[src/rtl/contatore_updown_ncifre_baseb.sv]
// N-digit up/down counter in base B, one W-bit field per digit (B=10, W=4 is packed BCD).
// Priority reset > load > enable > hold; numero, wrap and load_err are all registered.
module contatore_updown_ncifre_baseb #(
    parameter int N = 4,
    parameter int B = 10,
    parameter int W = 4
) (
    input  logic           clock,
    input  logic           reset,
    input  logic           enable,
    input  logic           up_down,
    input  logic           load,
    input  logic [N*W-1:0] load_value,
    output logic [N*W-1:0] numero,
    output logic           wrap,
    output logic           load_err
);

    generate
        if (N < 1 || B < 2 || B > 2**W) begin : g_bad_param
            $error("contatore_updown_ncifre_baseb: illegal N/B/W combination");
        end
    endgenerate

    localparam logic [W-1:0] DMAX = W'(B - 1);
    localparam logic [W:0]   BASE = (W + 1)'(B);

    logic [N*W-1:0] count_next;
    logic [N*W-1:0] load_clean;
    logic           count_wrap;
    logic           load_bad;
    logic           carry;

    // Ripple the carry/borrow from digit 0; whatever is still pending past the top digit is the wrap.
    always_comb begin
        count_next = numero;
        carry      = 1'b1;
        for (int i = 0; i < N; i++) begin
            if (carry) begin
                if (up_down) begin
                    if (numero[i*W +: W] == DMAX) begin
                        count_next[i*W +: W] = '0;
                    end else begin
                        count_next[i*W +: W] = numero[i*W +: W] + W'(1);
                        carry = 1'b0;
                    end
                end else begin
                    if (numero[i*W +: W] == '0) begin
                        count_next[i*W +: W] = DMAX;
                    end else begin
                        count_next[i*W +: W] = numero[i*W +: W] - W'(1);
                        carry = 1'b0;
                    end
                end
            end
        end
        count_wrap = carry;
    end

    // Out-of-range load digits are forced to zero so every digit always stays below B.
    always_comb begin
        load_clean = '0;
        load_bad   = 1'b0;
        for (int i = 0; i < N; i++) begin
            if ({1'b0, load_value[i*W +: W]} < BASE) begin
                load_clean[i*W +: W] = load_value[i*W +: W];
            end else begin
                load_bad = 1'b1;
            end
        end
    end

    always_ff @(posedge clock) begin
        if (reset) begin
            numero   <= '0;
            wrap     <= 1'b0;
            load_err <= 1'b0;
        end else if (load) begin
            numero   <= load_clean;
            wrap     <= 1'b0;
            load_err <= load_bad;
        end else if (enable) begin
            numero   <= count_next;
            wrap     <= count_wrap;
            load_err <= 1'b0;
        end else begin
            wrap     <= 1'b0;
            load_err <= 1'b0;
        end
    end

endmodule

[config.mk]
export PLATFORM = sky130hd
export DESIGN_NAME = contatore_updown_ncifre_baseb
export DESIGN_NICKNAME = d
export VERILOG_FILES = /design/src/rtl/contatore_updown_ncifre_baseb.sv
export SDC_FILE = /design/constraint.sdc
export NUM_CORES = 1
export LEC_CHECK = 0
export CELL_PAD_IN_SITES_DETAIL_PLACEMENT = 1
export CELL_PAD_IN_SITES_GLOBAL_PLACEMENT = 1
export CORE_ASPECT_RATIO = 1.25
export CORE_MARGIN = 4
export CORE_UTILIZATION = 38
export CTS_CLUSTER_DIAMETER = 100
export DETAILED_ROUTE_END_ITERATION = 8
export PLACE_DENSITY = 0.93
export SYNTH_ARGS = -nofsm -noshare
export SYNTH_HDL_FRONTEND = slang
export SYNTH_SLANG_ARGS = --single-unit
[constraint.sdc]
create_clock -name clock -period 7.1 [get_ports clock]
set_input_delay 2.13 -clock clock [delete_from_list [all_inputs] [get_ports clock]]
set_output_delay 2.13 -clock clock [all_outputs]
set_load 0.01 [all_outputs]
# ---- Word-level counts from Yosys, hierarchy flattened
# Cells that the tools add are included.
dict set report totals {
  reg_bits 18
  inputBits 21
  wordCells 77
}
dict set report op_classes {
  addsub 8
  order_cmp 4
  eq_ne 4
  mux 39
  n_bitwise 3
  n_reduce_logical 13
}
# op count
set op_table {}
lappend op_table {{two-way mux 4 bit} 19}
lappend op_table {{two-way mux 16 bit} 2}
lappend op_table {{two-way mux 1 bit} 18}
lappend op_table {{adder 4 x 1 -> 4 bit, second input constant} 4}
lappend op_table {{== test 4 bit, second input constant} 4}
lappend op_table {{zero test 4 bit} 4}
lappend op_table {{less-than comparator 4 bit, second input constant} 4}
lappend op_table {{subtractor 4 x 1 -> 4 bit, second input constant} 4}
lappend op_table {{nonzero test 2 bit} 4}
lappend op_table {{AND reduction 2 bit} 3}
lappend op_table {{OR reduction 4 bit} 1}
lappend op_table {{NOT 1 bit} 3}
lappend op_table {{OR reduction 2 bit} 1}

# ---- Longest topological paths before layout
# Gate-level depths: netlist of the first run.
dict set report depth {
  depth_word 8
  depth_mapped 8
  ltp_nobuf 4
}

# ---- Least setup slack after synthesis of the first run
# No wires, ideal clock.
dict set report synth_path {
  kind {input -> register}
  startpoint {input enable}
  endpoint {register numero[13]}
  arrival_time_ps 3604
  t_required_ps 6980
  path_slack_ps 3376
  cell_stages 5
  n_path_buf 1
  cell_sequence {buf_2 > or3b_1 > a211o_4 > o311a_1 > a211o_1}
}
dict set report synth_between {
  elab_chain_len 2
}
# element line
set synth_rtl {}
lappend synth_rtl {{start: declaration} 10} ;# input logic enable,
lappend synth_rtl {{nonzero test 2 bit (no source line)} -}
lappend synth_rtl {{AND reduction 2 bit (no source line)} -}
lappend synth_rtl {{end signal: assignment} 79} ;# numero <= load_clean;
lappend synth_rtl {{end signal: assignment} 83} ;# numero <= count_next;
lappend synth_rtl {{end: declaration} 14} ;# output logic [N*W-1:0] numero,
# Every way passes these cells.
# A chain may end at the register's enable or synchronous reset.

# ---- Final worst setup path of the first run
dict set report layout_path {
  startpoint {input enable}
  endpoint {register numero[11]}
}
# Same word-level chain as after synthesis.

==> metrics.txt, run 1 <==
Layout area overhead=25.7%; CP most frequent cell=a21oi_1; postcts setup bufs=0; clk_skew=0.00236 ns; CTS tree=done; Worst EP arrival=4.50 ns; Slew Viols, Final=0; unrepaired setup endpoints after global routing=no; initial core utilization=39.2%; Final Hold Viols=0; CP Depth=5; clock latency on the worst-skew pair=0.26 ns; clock buffer count from CTS=3; Worst Hold Depth=2; status=complete, no violations; final design area excluding fillers=0.00202 mm^2; drt via density=6.08; Worst-path clk slew=0.08 ns; Resize count post-CTS=0; PwrDens=148 mW/mm^2; Die Ht=80.7 um; ys flop type=dfxtp_1; FF/Latch Area=360 um^2; DIE AREA=0.00534 mm^2; Die W=66.2 um; global-route wire length before repair=8620 um; largest net degree at the start of global routing=38; IO Pins=39; Post-synth EDFFs=0; # placed instances=295; Routed Antenna Nets=0; FP Rows=26; post-synthesis instance area=0.00161 mm^2; remaining global-route overflow=0; fmax=230 MHz; critical path capture point type=flip-flop; Seq/Total Area, Yosys=22.4%; Distinct cells, synth=61; routability cong.=0.853; Hold WC Path Type=flip-flop to flip-flop; CP delay by family, top=compound AO/OA/AOI/OAI gates; Clock Path Buffers=2; YS warnings=0; Multi-input gate area=0.00112 mm^2; port buffer count=38; antenna violations before repair=0; critical-path maximum fanout=11; Max Cap Viol=0; Avg Synthesized Cell Area=7.28 um^2; CP startpoint kind=primary input; Worst-Margin Slew=0.995 ns; synthesized flop and latch total=18; DR vias=1,818; wire length per cell=17.5 um; vias in the first global route=1,791; R2R depth=4; core area=0.00410 mm^2; Critical Path RT=7.26 ns; DRT Pass-1 Iters=4; min Tclk post-route=4.34 ns; # fillers=534; Final #Nets=265; Worst IR Drop VDD=45.7 uV; max incr delay on CP=0.80 ns; Setup Crit Path Kind=primary input to flip-flop; gr usage total=20.1%; Synth Net Count=242; cells after synthesis=221; diode count=0; Place WS=2.59 ns; Top Usage Layer GRT=met2; final WL=5220 um; Leak=0.710 nW; asr flop ratio synth=0%; setup_tns=0 ns; cts hold-fix bufs=0; Layout Cells excl Fill=299; M2 GR Usage=34.3%; Worst Path Buf+Inv=1; clock sinks=18; Worst path slowest cell=a21oi_1; Critical Path, Cell by Cell=clkdlybuf4s50_1 > or3b_1 > a21oi_1 > a21oi_1 > o31ai_1; dpl hpwl=3750 um; layout cells sized above 1=8.23%; H-tree levels=1; met1 Use GR=25.7%; Tot Pwr=0.000299 W; Final WS setup=2.76 ns; residual DRC count=0; clk root buf=clkbuf_8; Slew HR=33.7%; post-route clock period utilization=61.1%; GR Util met3=1.68%; first-iteration detailed-routing DRC count=110; Setup Viol. Count Final=0; placed inst area=0.00197 mm^2
-- registers in the layout, indices dropped and copies added, names as in the netlist --
signal,count
numero,16
wrap,1
load_err,1
-- worst min-delay path, cell delays in order (launching register included) --
cell	delay, ns
dfxtp_1	0.41
nand2_1	0.10
a311oi_1	0.08
-- through the flow --
stage,utilization (%),hold WS (ns)
2_1_floorplan,-,0.576
3_3_place_gp,48.0,0.610
3_5_place_dp,48.0,0.610
4_1_cts,49.3,0.629
5_1_grt,49.3,0.673
6_report,49.3,0.629
-- power breakdown --
group          leakage (nW)  switching, W  internal [W]  total (W)
registers             0.148     0.0000149      0.000107   0.000122
logic                 0.534     0.0000443     0.0000442  0.0000885
clock network        0.0288     0.0000399     0.0000494  0.0000893
-- cells by family after synthesis --
| group | after synthesis | synth area share, % |
|---|---|---|
| buffers and inverters | 28 | 7.86 |
| and+or+nand+nor | 85 | 29.9 |
| DFF | 18 | 22.4 |
| AOI/OAI and AO/OA | 84 | 36.6 |
| xor gates and xnor gates | 6 | 3.27 |
-- Yosys cell counts (all sizes together), types with 2 or more instances --
library cell,n,area share (%)
a211oi,5,2.3
buf,10,3.7
o31ai,7,3.3
nand2,12,2.8
inv,7,1.6
o21a,4,1.9
nor2b,3,1.2
clkbuf,11,2.6
nand2b,4,1.6
xnor2,5,2.7
nor3,6,1.9
or4,2,1.2
a21boi,2,0.93
nor2,16,3.7
a311oi,2,1.1
or2,4,1.6
a21o,4,1.9
nor4,3,1.2
a31oi,3,1.2
and2,3,1.2
a21oi,18,5.6
o221ai,2,1.1
nand3,9,2.8
and3,6,2.5
dfxtp,18,22
or3,5,1.9
a2111oi,3,1.6
a211o,3,2.3
o211ai,3,1.4
nand3b,4,1.9
o21ai,15,4.7
-- routing by layer --
layer / vias up / routed length (um)
met5: - / 0
met4: 0 / 164
met3: 16 / 206
met2: 52 / 2570
met1: 871 / 2280
li1: 879 / -
-- final cells by class --
cell class              instances  share of cell area, %
clock buffers                   4                   2.72
flip-flops and latches         18                   17.8
repair buffers                 39                   19.2
well taps                      56                   3.47
inverters                       7                   1.30
multi-input cells             175                   55.5
-- cell usage in the layout (no fill, tap or decap), types with 4 or more instances in the layout --
cell type / count
nand3_1: 9
o31ai_1: 7
and3_1: 4
o21a_1: 4
xnor2_1: 5
nand2_1: 12
dfxtp_1: 18
clkbuf_8: 4
inv_1: 7
o21ai_0: 15
nor3_1: 6
nand2b_1: 4
or3_1: 5
nor2_1: 16
clkdlybuf4s50_1: 38
a211oi_1: 5
nand3b_1: 4
or2_2: 4
a21oi_1: 18
-- worst paths after layout --
| check | slack, ns | startpoint | endpoint |
|---|---|---|---|
| worst min register to register | 0.63 | numero[1]$_SDFFE_PP0P_ | numero[2]$_SDFFE_PP0P_ |
| worst min-delay path | 0.63 | numero[1]$_SDFFE_PP0P_ | numero[2]$_SDFFE_PP0P_ |
| worst max-delay path | 2.76 | enable | numero[11]$_SDFFE_PP0P_ |
| worst max register to register | 4.76 | numero[0]$_SDFFE_PP0P_ | numero[11]$_SDFFE_PP0P_ |
Power figures use the tool's default switching activity.
==> run 2, diff against run 1 <==
CORE_UTILIZATION = 32   (was 38)
PLACE_DENSITY = 0.84   (was 0.93)
clock period = 3.6 ns   (was 7.1 ns; I/O delays follow)
==> metrics.txt, run 2 (synthesis gave the netlist of run 1 again) <==
dpl hpwl=3790 um (was 3750 um); FP Rows=28 (was 26); Final Hold Viols=0 (unchanged); Place WS=0.333 ns (was 2.59 ns); Resize count post-CTS=0 (unchanged); wire length per cell=16.8 um (was 17.5 um); Psw=0.000194 W (was 0.0000991 W); diode count=0 (unchanged); DRT Pass-1 Iters=4 (unchanged); H-tree levels=1 (unchanged); setup_tns=0 ns (unchanged); DIE AREA=0.00623 mm^2 (was 0.00534 mm^2); IO Pins=39 (unchanged); power share of the combinational group=29.7% (was 29.6%); unrepaired setup endpoints after global routing=no (unchanged); DR vias=1,811 (was 1,818); Leak=0.730 nW (was 0.710 nW); Clock Path Buffers=2 (unchanged); Worst-path clk slew=0.08 ns (about the same); first-iteration detailed-routing DRC count=66 (was 110); Worst EP arrival=3.15 ns (was 4.50 ns); Setup Viol. Count Final=0 (unchanged); max reg flops=16 (unchanged); clock buffer count from CTS=3 (unchanged); Seq pwr share=40.6% (about the same); Slew Viols, Final=0 (unchanged); # placed instances=303 (was 295); Max Cap Viol=0 (unchanged); # fillers=592 (was 534); Final WS setup=0.606 ns (was 2.76 ns); critical-path maximum fanout=8 (was 11); Setup Crit Path Kind=primary input to flip-flop (unchanged); Slew HR=61.5% (was 33.7%); min Tclk post-route=2.99 ns; gr usage total=17.1% (was 20.1%); clock sinks=18 (unchanged); PwrDens=288 mW/mm^2 (was 148 mW/mm^2); Hold WC Path Type=flip-flop to flip-flop (unchanged); critical path capture point type=flip-flop (unchanged); CTS tree=done (unchanged); cts hold-fix bufs=0 (unchanged); post-route clock period utilization=83.2%; commonest non-fill, non-tap cell in the layout=clkdlybuf4s50_1 (unchanged); FF-to-FF Start=numero[0]$_SDFFE_PP0P_ (unchanged); R2R depth=4 (unchanged); remaining global-route overflow=0 (unchanged); CP Capture Point=numero[13]$_SDFFE_PP0P_ (was numero[11]$_SDFFE_PP0P_); Tot Pwr=0.000592 W (was 0.000299 W); Final #Nets=269 (was 265); initial core utilization=33.5% (was 39.2%); internal power=0.000398 W (was 0.000200 W); highest-count cells in the layout ignoring fill and taps=clkdlybuf4s50_1, a21oi_1, dfxtp_1, nor2_1, o21ai_0 (unchanged); Die Ht=87.3 um (was 80.7 um); routability cong.=0.793 (was 0.853); layout cells sized above 1=9.72% (was 8.23%); Critical Path RT=3.76 ns (was 7.26 ns); Die W=71.4 um (was 66.2 um); R2R Setup Slk=1.54 ns (was 4.76 ns); clock latency on the worst-skew pair=0.26 ns (about the same); vias in the first global route=1,791 (unchanged); clock power share=29.7% (was 29.8%); fmax=334 MHz; Biggest register=numero (unchanged); critical path startpoint=enable (unchanged); Layout area overhead=27.9% (was 25.7%); global-route wire length before repair=8580 um (was 8620 um); biggest regs=numero (16), load_err (1), wrap (1) (unchanged); worst reg2reg path endpoint=numero[13]$_SDFFE_PP0P_ (was numero[11]$_SDFFE_PP0P_); drt via density=5.90 (was 6.08); Routed Antenna Nets=0 (unchanged); CP startpoint kind=primary input (unchanged); Worst-Margin Slew=0.572 ns (was 0.995 ns); clk_skew=0.000684 ns (was 0.00236 ns); Layout Cells excl Fill=307 (was 299); Sw Share=32.7% (was 33.1%); Hold Worst Slack=0.622 ns (was 0.629 ns); status=complete, no violations (unchanged); antenna violations before repair=0 (unchanged); clk root buf=clkbuf_8 (unchanged); final WL=5170 um (was 5220 um); largest net degree at the start of global routing=20 (was 38); postcts setup bufs=0 (unchanged); Worst IR Drop VDD=159 uV (was 45.7 uV); core area=0.00480 mm^2 (was 0.00410 mm^2); port buffer count=38 (unchanged); residual DRC count=0 (unchanged)
==> run 2: stage by stage <==
step / util [%] / cell area, um^2
2_1_floorplan: - / 1610
3_3_place_gp: 41.7 / 2000
3_5_place_dp: 41.7 / 2000
4_1_cts: 42.8 / 2060
5_1_grt: 42.8 / 2060
6_report: 42.8 / 2060
==> run 2: worst min path at each step <==
stage,start,endpoint,cells past startpoint
3_5_place_dp,numero[1]$_SDFFE_PP0P_,numero[2]$_SDFFE_PP0P_,2
4_1_cts,numero[1]$_SDFFE_PP0P_,numero[2]$_SDFFE_PP0P_,2
6_report,numero[10]$_SDFFE_PP0P_,numero[10]$_SDFFE_PP0P_,2
3_3_place_gp,numero[1]$_SDFFE_PP0P_,numero[2]$_SDFFE_PP0P_,2
2_1_floorplan,numero[10]$_SDFFE_PP0P_,numero[10]$_SDFFE_PP0P_,2
5_1_grt,numero[1]$_SDFFE_PP0P_,numero[2]$_SDFFE_PP0P_,2
==> run 2: critical path: stages <==
cell and delay [ns]:
clkdlybuf4s50_1 0.64, or3b_1 0.46, a211o_4 0.37, o311a_1 0.33
a211o_1 0.26
==> run 2: layout make-up <==
class	count	area, um^2	share of cell area, %
inverters	7	26.3	1.28
multi-input cells	175	1120	54.5
flip-flops and latches	18	360	17.5
clock buffers	4	55.1	2.68
repair buffers	43	418	20.3
well taps	60	75.1	3.65
==> run 2: layer usage <==
layer	wire length, um	part of all wire [%]	global-route usage [%]	vias up
met5	0	0	0	-
met4	70	1.4	6.67	0
met3	196	3.8	1.73	4
met2	2530	49	29.7	38
met1	2370	46	21.5	884
li1	-	-	-	885
==> run 2: power by group through the flow <==
stage / logic [W] / registers, W / clock network [W]
after floorplan: 0.000116 / 0.000229 / 0
after global placement: 0.000171 / 0.000243 / 0
after detailed placement: 0.000174 / 0.000244 / 0
after CTS: 0.000176 / 0.000240 / 0.000181
after global routing: 0.000193 / 0.000244 / 0.000190
final: 0.000176 / 0.000240 / 0.000176
==> run 3, diff against run 2 <==
clock period = 2.5 ns   (was 3.6 ns; I/O delays follow)
==> metrics.txt, run 3 (synthesis gave the netlist of run 1 again) <==
status=complete, no violations (unchanged); diode count=0 (unchanged); Layout area overhead=38.0% (was 27.9%); highest-count cells in the layout ignoring fill and taps=clkdlybuf4s50_1, buf_4, a21oi_1, dfxtp_1, nor2_1 (was clkdlybuf4s50_1, a21oi_1, dfxtp_1, nor2_1, o21ai_0); gr usage total=18.8% (was 17.1%); Critical Path RT=2.66 ns (was 3.76 ns); min Tclk post-route=2.40 ns; DIE AREA=0.00623 mm^2 (unchanged); drt via density=5.94 (was 5.90); first-iteration detailed-routing DRC count=103 (was 66); Routed Antenna Nets=0 (unchanged); Worst EP arrival=2.56 ns (was 3.15 ns); Biggest register=numero (unchanged); postcts setup bufs=0 (unchanged); Die Ht=87.3 um (unchanged); clock latency on the worst-skew pair=0.27 ns (was 0.26 ns); CTS tree=done (unchanged); # fillers=592 (unchanged); Slew Viols, Final=0 (unchanged); core area=0.00480 mm^2 (unchanged); critical path capture point type=flip-flop (unchanged); max reg flops=16 (unchanged); Setup Crit Path Kind=primary input to flip-flop (unchanged); clock sinks=18 (unchanged); Hold Worst Slack=0.639 ns (was 0.622 ns); critical path startpoint=enable (unchanged); Worst IR Drop VDD=239 uV (was 159 uV); final WL=5840 um (was 5170 um); routability cong.=0.839 (was 0.793); H-tree levels=1 (unchanged); # placed instances=321 (was 303); initial core utilization=33.5% (unchanged); Leak=0.827 nW (was 0.730 nW); CP startpoint kind=primary input (unchanged); wire length per cell=18.0 um (was 16.8 um); Worst-path clk slew=0.08 ns (about the same); Clock Path Buffers=2 (unchanged); Final #Nets=287 (was 269); cts hold-fix bufs=0 (unchanged); largest net degree at the start of global routing=20 (unchanged); critical-path maximum fanout=3 (was 8); clk_skew=0.00265 ns (was 0.000684 ns); Resize count post-CTS=0 (unchanged); Hold WC Path Type=flip-flop to flip-flop (unchanged); clk root buf=clkbuf_8 (unchanged); vias in the first global route=1,980 (was 1,791); Die W=71.4 um (unchanged); IO Pins=39 (unchanged); residual DRC count=0 (unchanged); Max Cap Viol=0 (unchanged); biggest regs=numero (16), load_err (1), wrap (1) (unchanged); commonest non-fill, non-tap cell in the layout=clkdlybuf4s50_1 (unchanged); DR vias=1,929 (was 1,811); post-route core utilization=46.2% (was 42.8%); Final Hold Viols=0 (unchanged); FP Rows=28 (unchanged); remaining global-route overflow=0 (unchanged); Worst-Margin Slew=0.538 ns (was 0.572 ns); port buffer count=38 (unchanged); Tot Pwr=0.000902 W (was 0.000592 W); dpl hpwl=4220 um (was 3790 um); FF-to-FF Start=numero[9]$_SDFFE_PP0P_ (was numero[0]$_SDFFE_PP0P_); DRT Pass-1 Iters=4 (unchanged); antenna violations before repair=0 (unchanged); Place WS=-0.226 ns (was 0.333 ns); Setup Viol. Count Final=0 (unchanged); Layout Cells excl Fill=325 (was 307); Final WS setup=0.101 ns (was 0.606 ns); global-route wire length before repair=9320 um (was 8580 um); launch point of the worst hold path=numero[10]$_SDFFE_PP0P_ (unchanged); fmax=417 MHz; clock buffer count from CTS=3 (unchanged); PwrDens=406 mW/mm^2 (was 288 mW/mm^2); Slew HR=63.8% (was 61.5%); layout cells sized above 1=17.0% (was 9.72%); post-route clock period utilization=95.9%
==> run 3: cell count changes in the layout (fill, tap and decap cells not counted) <==
cell             previous run  this run
buf_6                       0         1
clkdlybuf4s50_1            38        37
a2111oi_2                   0         1
nor4_1                      3         2
buf_4                       5        22
dlymetal6s2s_1              0         1
a2111oi_0                   3         0
a2111oi_1                   0         2
nor4_2                      0         1
nor4b_2                     0         1
nor4b_1                     1         0
==> run 3: power by group <==
group / internal (W) / switching (W) / leakage, nW
logic: 0.000152 / 0.000139 / 0.651
clock network: 0.000141 / 0.000125 / 0.0288
registers: 0.000303 / 0.0000414 / 0.148
total: 0.000596 / 0.000306 / 0.827
==> run 3: layout make-up <==
cell class	count	area, um^2	share of cell area, %
multi-input cells	175	1140	51.5
well taps	60	75.1	3.38
repair buffers	61	559	25.2
inverters	7	26.3	1.18
clock buffers	4	55.1	2.48
flip-flops and latches	18	360	16.2
==> run 3: path summary, 6_finish.rpt <==
| kind | to | slack, ns | cells after the start |
|---|---|---|---|
| worst max-delay path | numero[13]$_SDFFE_PP0P_ | 0.10 | 5 |
| worst min-delay path | numero[10]$_SDFFE_PP0P_ | 0.64 | 2 |
| worst max register to register | numero[13]$_SDFFE_PP0P_ | 0.51 | 4 |
| worst min register to register | numero[10]$_SDFFE_PP0P_ | 0.64 | 2 |
==> run 3: worst max-delay path, stage by stage <==
cell	delay, ns
clkdlybuf4s50_1	0.49
or3b_1	0.39
a211o_4	0.34
o311a_1	0.32
a211o_1	0.27
==> run 3: routing by layer <==
metal | track usage [%] | part of all wire (%) | up-vias
li1 | - | - | 929
met1 | 22.1 | 43 | 936
met2 | 33.5 | 50 | 50
met3 | 1.96 | 3.7 | 14
met4 | 9.06 | 2.6 | 0
met5 | 0 | 0 | -
==> run 3: metrics by stage <==
step | cell area, um^2 | setup TNS [ns]
6_report | 2220 | 0
3_3_place_gp | 2140 | -0.825
5_1_grt | 2220 | -0.0247
4_1_cts | 2190 | 0
3_5_place_dp | 2140 | -1.43
2_1_floorplan | 1610 | 0
==> RTL change: new RTL, flow settings as in run 2 <==
`N`: 4 -> 5. Comments in the files are not updated.
--- a/src/rtl/contatore_updown_ncifre_baseb.sv
+++ b/src/rtl/contatore_updown_ncifre_baseb.sv
@@ -2,5 +2,5 @@
 // Priority reset > load > enable > hold; numero, wrap and load_err are all registered.
 module contatore_updown_ncifre_baseb #(
-    parameter int N = 4,
+    parameter int N = 5,
     parameter int B = 10,
     parameter int W = 4
Ports: changed (resized load_value and numero); port bits go from 39 to 47. The function was not compared with the original's and may differ.
==> RTL change against run 2 <==
  * Area after synthesis rose by 14%
  * Register-to-register slack worse by 0.12 ns
  * Setup slack got worse by 0.10 ns
  * Sequential cell count rose by 4
  * Synthesized cell count up 13%
  * Final area up 16%
  * Critical endpoint is now numero[19]
  * Power up 17%
  * Critical path depth increased by 2
  * Die area is 12% higher
  * Routed wire length is 8.5% higher
  * Highest routed layer unchanged
==> RTL change: results (changes against run 2) <==
| Metric | Value |
|---|---|
| Status | complete, no violations |
| Placed Area | 2330 µm² (+16%) |
| Vias in the first global route | 2006 (+12%) |
| Clk_skew | 0.00450 ns (+0.00381 ns) |
| Cell internal pwr | 466 µW (+17%) |
| Commonest cells in the netlist | dfxtp_1 (22), nor2_1 (21), a21oi_1 (18) |
| Multi-input logic area | 1270 µm² (+14%) |
| Mapped Avg Cell Area | 7.32 µm² (+0.58%) |
| Initial DRC count | 84 (+27%) |
| FF-to-FF path depth | 5 (+1) |
| R2r setup slk | 1.42 ns (-0.12 ns) |
| Multi-input gates | 200 (+14%) |
| Hpwl dp | 4360 µm (+15%) |
| Final std cells w/o fill | 350 (+14%) |
| Vias per cell | 5.72 (-3.1%) |
| Logic pwr share | 31.3% (+1.6 points) |
| FF+latch area | 440 µm² (+22%) |
| Nonclk inv count | 8 (+1) |
| Fillers | 688 (+16%) |
| Total GRT Usage | 16.4% (-0.69 points) |
| Wirelength, routed | 5610 µm (+8.5%) |
| Global Route met2 Usage | 29.3% (-0.36 points) |
| Maximum number of pins on one net before global-route repair | 27 (+35%) |
| Met1 Use GR | 20.0% (-1.5 points) |
| Hold Path Origin | numero[14] |
| Place WS | 0.241 ns (-0.0914 ns) |
| Clock buffers and inverters, area share | 2.31% (-0.37 points) |
| Sequential area share after synthesis | 24.1% (+1.7 points) |
| Sequential share of cell area | 18.5% (+0.95 points) |
| Worst r2r dst | numero[19] |
| Routability cong. | 0.844 (+6.5%) |
| CP Max Fanout | 26 (+18) |
| Hold endpoint | numero[14] |
| Crit path DAT | 3.25 ns (+0.10 ns) |
| PortBufs | 46 (+21%) |
| Initial antenna violation count | 0 (unchanged) |
| Largest registers | numero x20, load_err x1, wrap x1 |
| WL met3 | 126 µm (-36%) |
| Leakage | 0.000840 µW (+15%) |
| Global-route wire length before repair | 9290 µm (+8.3%) |
| Synthesized instance count | 250 (+13%) |
| Non-clock buffers | 52 (+21%) |
| Metal2 WL | 2940 µm (+16%) |
| Relative slew slack | 63.6% (+2.1 points) |
| Ys Warns | 0 (unchanged) |
| GR Util met3 | 1.85% (+0.11 points) |
| Clk sinks | 22 (+4) |
| Flop+latch power | 290 µW (+21%) |
| Fin nets | 312 (+16%) |
| Syn Nets | 275 (+14%) |
| Synth cell types | 51 (-16%) |
| Layout non-clock buf frac | 21.2% (+0.88 points) |
| Synth top area cells | dfxtp_1 (24%), a21oi_1 (4.9%), nor2_1 (4.3%) |
| Hold_ws | 0.587 ns (-0.0353 ns) |
| Ratio of cells with drive above 1 in the final layout | 6.29% (-3.4 points) |
==> RTL change: cells by family after synthesis <==
| group | count (synthesis) | synth area share, % |
|---|---|---|
| xor gates and xnor gates | 11 | 5.27 |
| AOI/OAI and AO/OA | 89 | 33.9 |
| and+or+nand+nor | 99 | 29.9 |
| buffers and inverters | 28 | 6.36 |
| muxes | 1 | 0.547 |
| DFF | 22 | 24.1 |
==> RTL change: worst max path at each step <==
| stage | slack (ns) | end | cells past startpoint | from |
|---|---|---|---|---|
| after floorplan | 0.86 | numero[19] | 6 | up_down |
| after global placement | 0.32 | numero[19] | 7 | up_down |
| after detailed placement | 0.24 | numero[19] | 7 | up_down |
| after CTS | 0.51 | numero[19] | 7 | up_down |
| after global routing | 0.38 | numero[19] | 7 | up_down |
| final | 0.50 | numero[19] | 7 | up_down |
==> RTL change: worst max-delay path, stage by stage <==
cell and delay (ns):
clkdlybuf4s50_1 0.55, buf_4 0.30, and3_1 0.21, o21ai_0 0.20, nor4_4 0.53, nor4b_1 0.10, a221o_1 0.27
